<file path="config.mk">
export PLATFORM = sky130hd
export DESIGN_NAME = pipe_stage_reg
export DESIGN_NICKNAME = d
export VERILOG_FILES = /design/src/rtl/pipe_stage_reg.sv
export SDC_FILE = /design/constraint.sdc
export NUM_CORES = 1
export LEC_CHECK = 0
export ABC_AREA = 0
export BUFFER_PORTS_ARGS = -buffer_cell sky130_fd_sc_hd__buf_2
export CELL_PAD_IN_SITES_DETAIL_PLACEMENT = 0
export CELL_PAD_IN_SITES_GLOBAL_PLACEMENT = 2
export CORE_UTILIZATION = 25
export DETAILED_ROUTE_END_ITERATION = 7
export PLACE_DENSITY = 0.82
export SYNTH_ARGS = -nofsm -noshare
export SYNTH_HDL_FRONTEND = slang
export SYNTH_SLANG_ARGS = --single-unit
</file>
<file path="constraint.sdc">
create_clock -name Clk -period 2 [get_ports Clk]
set_input_delay 0.4 -clock Clk [delete_from_list [all_inputs] [get_ports Clk]]
set_output_delay 0.4 -clock Clk [all_outputs]
set_load 0.05 [all_outputs]
</file>
<file path="src/rtl/pipe_stage_reg.sv">
`default_nettype none
// ============================================================================
//  Module      : pipe_stage_reg
//  Description : Parametrised pipeline boundary register. It provides DEPTH
//                stages of {valid, instruction, data, ctrl} with stall (hold),
//                flush (bubble injection), control masking on invalid slots
//                and a saturating count of emitted bubble cycles.
//  Revision    : 1.0 - initial release
// ============================================================================
module pipe_stage_reg #(
  parameter int                DATA_W      = 32,
  parameter int                CTRL_W      = 8,
  parameter int                DEPTH       = 1,
  parameter logic [CTRL_W-1:0] BUBBLE_CTRL = '0
) (
  input  logic              Clk,
  input  logic              Reset,
  input  logic              Stall,
  input  logic              Flush,
  input  logic              Valid_in,
  input  logic [31:0]       Instruction_in,
  input  logic [DATA_W-1:0] Data_in,
  input  logic [CTRL_W-1:0] Ctrl_in,
  output logic              Valid_out,
  output logic [31:0]       Instruction_out,
  output logic [DATA_W-1:0] Data_out,
  output logic [CTRL_W-1:0] Ctrl_out,
  output logic [15:0]       BubbleCount
);

  localparam logic [15:0] c_bcnt_max  = 16'hFFFF;
  localparam logic [31:0] c_instr_nop = 32'h0000_0000;

  // Reject unsupported depths when the design is elaborated.
  generate
    if (DEPTH < 1 || DEPTH > 4) begin : g_depth_check
      $error("pipe_stage_reg: DEPTH must be in the range 1..4");
    end
  endgenerate

  // Stage storage; index DEPTH-1 is the stage that drives the outputs.
  logic              valid_q [DEPTH];
  logic              valid_d [DEPTH];
  logic [31:0]       instr_q [DEPTH];
  logic [31:0]       instr_d [DEPTH];
  logic [DATA_W-1:0] data_q  [DEPTH];
  logic [DATA_W-1:0] data_d  [DEPTH];
  logic [CTRL_W-1:0] ctrl_q  [DEPTH];
  logic [CTRL_W-1:0] ctrl_d  [DEPTH];
  logic [15:0]       bcnt_q;
  logic [15:0]       bcnt_d;

  // Next-state of the stage chain: flush beats stall, stall beats advance.
  always_comb begin
    for (int i = 0; i < DEPTH; i++) begin
      valid_d[i] = valid_q[i];
      instr_d[i] = instr_q[i];
      data_d[i]  = data_q[i];
      ctrl_d[i]  = ctrl_q[i];
    end
    if (Flush) begin
      for (int i = 0; i < DEPTH; i++) begin
        valid_d[i] = 1'b0;
        instr_d[i] = c_instr_nop;
        data_d[i]  = '0;
        ctrl_d[i]  = BUBBLE_CTRL;
      end
    end else if (!Stall) begin
      // An empty slot keeps its data but never carries an opcode or controls.
      valid_d[0] = Valid_in;
      instr_d[0] = Valid_in ? Instruction_in : c_instr_nop;
      data_d[0]  = Data_in;
      ctrl_d[0]  = Valid_in ? Ctrl_in : BUBBLE_CTRL;
      for (int i = 1; i < DEPTH; i++) begin
        valid_d[i] = valid_q[i-1];
        instr_d[i] = instr_q[i-1];
        data_d[i]  = data_q[i-1];
        ctrl_d[i]  = ctrl_q[i-1];
      end
    end
  end

  // Bubble counter: counts non-stalled edges with an empty output slot, no wrap.
  always_comb begin
    bcnt_d = bcnt_q;
    if (!Stall && !valid_q[DEPTH-1] && (bcnt_q != c_bcnt_max)) begin
      bcnt_d = bcnt_q + 16'd1;
    end
  end

  // State registers with synchronous reset to an all-bubble pipeline.
  always_ff @(posedge Clk) begin
    if (Reset) begin
      for (int i = 0; i < DEPTH; i++) begin
        valid_q[i] <= 1'b0;
        instr_q[i] <= c_instr_nop;
        data_q[i]  <= '0;
        ctrl_q[i]  <= BUBBLE_CTRL;
      end
      bcnt_q <= '0;
    end else begin
      for (int i = 0; i < DEPTH; i++) begin
        valid_q[i] <= valid_d[i];
        instr_q[i] <= instr_d[i];
        data_q[i]  <= data_d[i];
        ctrl_q[i]  <= ctrl_d[i];
      end
      bcnt_q <= bcnt_d;
    end
  end

  assign Valid_out       = valid_q[DEPTH-1];
  assign Instruction_out = instr_q[DEPTH-1];
  assign Data_out        = data_q[DEPTH-1];
  // Controls are masked so an invalid slot can never raise a write enable.
  assign Ctrl_out        = valid_q[DEPTH-1] ? ctrl_q[DEPTH-1] : BUBBLE_CTRL;
  assign BubbleCount     = bcnt_q;

endmodule
`default_nettype wire

</file>
==> out/metrics.yaml <==
layout:
  fill_cells: 1372
  drive_gt1_share_pct: 38.30
  antenna_cells: 0
  fin_nets: 591
  area_growth_pct: 39.15
floorplan:
  start_util_pct: 25.61
  die_area_um2: 13980
  num_rows: 42
  ios: 166
  die_w_um: 118.2
  die_h_um: 118.2
  fp.coreArea_um2: 13190
place:
  port_buffers: 165
  gp_congestion: 0.7705
  place_hpwl_um: 6451
synth:
  synth_area_um2: 3378
  synth_nets: 435
  yosysTopAreaCellShare_pct: 52.74
  synth_ff_type: "dfxtp_1"
  yosysTopAreaCell: "dfxtp_1"
  ys_seq_elements: 89
  syn_avg_cell_area_um2: 9.463
  ys_warn_count: 0
  synth_cells: 357
  ys_types: 32
  postSynth.asyncResetShare_pct: 0
  synth-edff-count: 0
  yosys-top-cells-area: "dfxtp_1, mux2i_1, nor2_1"
  ys_seq_area_share_pct: 52.74
drt:
  wl_per_cell_um: 13.54
  totalWireLength_um: 9382
  vias: 3161
  drtPass1Iterations: 4
  first_iter_violations: 131
  drcViolationCount: 0
  antenna_left: 0
  via_per_inst: 4.561
timing:
  fmax_mhz: 549.3
  worst_slew_margin_rel_pct: 34.45
  rsz0062_at_grt: "false"
  finClkSkew_ns: 0.006575
  drv_slew: 0
  final_hold_viol_count: 0
  finalSetupTns_ns: 0
  setup_viol_count_final: 0
  min_period_over_period_pct: 91.03
  period_minus_slack_ns: 1.821
  hold_slack_ns: 0.2875
  worst-slew-pin-transition_ns: 0.9812
grt:
  grt_start_max_net_pins: 74
  grtUsageTotal_pct: 13.86
  grt_pass1_vias: 3029
  grt_pass1_wl_um: 15120
  gr-total-overflow: 0
  antenna_found_initial: 0
critical_path:
  rr_startpoint: "BubbleCount[0]"
  cpPeakStageDelay_ns: 0.47
  crit_fanout: 7
  slowest_stage: "or3b_1"
  path_cells: "ha_1 -> or3b_1 -> nor4_1 -> mux2i_1 -> nor2_1"
  startpoint_type: "flip-flop"
  crit_start: "BubbleCount[0]"
  rr_worst_depth: 5
  crit_end: "BubbleCount[12]"
  criticalPathCategory: "flip-flop to flip-flop"
  critPathRequiredTime_ns: 2.23
  reg2reg_to: "BubbleCount[12]"
  cp.arrival_ns: 2.05
  r2r_setup_slack_ns: 0.18
  worstSetupEndpointType: "flip-flop"
clock_network:
  cts_buffers: 9
  ctsRootBufferMaster: "clkbuf_16"
  cts.path.max_buffers: 2
  postCtsHoldBufs: 0
  cts_resized: 0
  path_clk_slew_ns: 0.06
  cts_sinks: 89
  cts_setup_buffers: 0
  htree_levels: 3
  worst_skew_pair.late_latency_ns: 0.34
  cts_tree: "built"
power:
  power.leakage_nw: 2.184
  peakVddDrop_mv: 0.3072
  p_per_area_nw_per_um2: 846.5
hold_path:
  hold_path.class: "input port to flip-flop"
job:
  max_cap_viol_count: 0
run_status:
  status: "finished clean"
-- critical path: cells and delay by family, from the launching register on --
kind	cells	cell delay, ns
fa+ha+maj	1	0.20
flops	1	0.36
mux	1	0.24
simple gates	3	0.90
-- cells in the mapped netlist, types with 3 or more instances --
master    instances
a21oi_1          12
nand3_1           5
nor2_1           81
nand4_1           5
mux2_2            3
nor4_1            5
and2_1            8
nand2_1           8
a22oi_1          40
dfxtp_1          89
mux2i_1          34
or4_1             3
o21ai_0           6
o31ai_1           5
or3_1             7
clkbuf_1         24
nor2b_1           4
-- metal layers --
layer | routed length [µm] | vias up | GRT usage [%] | share of wire, %
met1 | 4211 | 1491 | 16.70 | 45
met3 | 510 | 12 | 5.116 | 5.4
li1 | - | 1566 | - | -
met5 | 0 | - | 0 | 0
met2 | 4494 | 92 | 22.21 | 48
met4 | 165 | 0 | 5.609 | 1.8
-- area by class of cell --
cell class | count | area (µm²) | area share [%]
Sequential cell | 89 | 1788 | 38.04
Multi-Input combinational cell | 240 | 1498 | 31.86
Timing Repair Buffer | 172 | 893.4 | 19.00
Clock buffer | 13 | 260.3 | 5.536
Tap cell | 176 | 220.2 | 4.685
Clock inverter | 2 | 37.54 | 0.7985
Inverter | 1 | 3.754 | 0.07985
-- metrics by stage --
step | total power [mW] | setup WS (ns) | utilization [%] | std cells | cell area, µm²
after floorplan | 2.159 | 0.01505 | - | 357 | 3385
after global placement | 2.306 | 0.2175 | 33.38 | 678 | 4403
after detailed placement | 2.314 | 0.2200 | 33.38 | 678 | 4403
after CTS | 4.043 | 0.1885 | 35.64 | 693 | 4701
after global routing | 4.160 | 0.1348 | 35.64 | 693 | 4701
final | 3.979 | 0.1794 | 35.64 | 693 | 4701
-- layout by cell type (no fill, tap or decap), types with 2 or more instances in the layout --
cell	count
buf_2	164
dfxtp_1	84
nor2_1	81
a22oi_1	40
mux2i_1	34
a21oi_1	12
clkbuf_16	9
and2_1	8
nand2_1	8
or3_1	7
buf_4	7
o21ai_0	6
dfxtp_2	5
nand4_1	5
nand3_1	5
nor4_1	5
o31ai_1	5
nor2b_1	3
mux2_2	3
or4_1	3
nor3_1	2
nand2b_1	2
clkbuf_8	2
clkbuf_1	2
-- how the worst min path moves through the flow --
stage                                  start        endpoint  cells after the start
after floorplan                 ctrl_q[0][0]    ctrl_q[0][0]                      2
final                     Instruction_in[15]  instr_q[0][15]                      3
after CTS                 Instruction_in[25]  instr_q[0][25]                      3
after global placement         data_q[0][10]   data_q[0][10]                      2
after global routing      Instruction_in[22]  instr_q[0][22]                      3
after detailed placement        data_q[0][1]    data_q[0][1]                      2
-- state kept, by name, indices dropped and copies added (netlist names) --
register / count
BubbleCount: 16
data_q: 32
instr_q: 32
ctrl_q: 8
valid_q: 1
-- report_power, final --
part           switching, mW  internal [mW]
clock network          0.679           1.03
registers             0.0223           1.81
logic                  0.284          0.150
-- logic make-up (layout without fill, tap and decap cells) --
group	after synthesis	count (layout)	synth area share (%)
AND/OR/NAND/NOR	137	137	19.59
flip-flops	89	89	52.74
adder cells (fa/ha/maj)	1	1	0.3703
multiplexers	37	37	11.07
AO/OA/AOI/OAI	65	65	13.07
buffers and inverters	28	188	3.148
No activity file was read; power rests on OpenSTA's default activity.
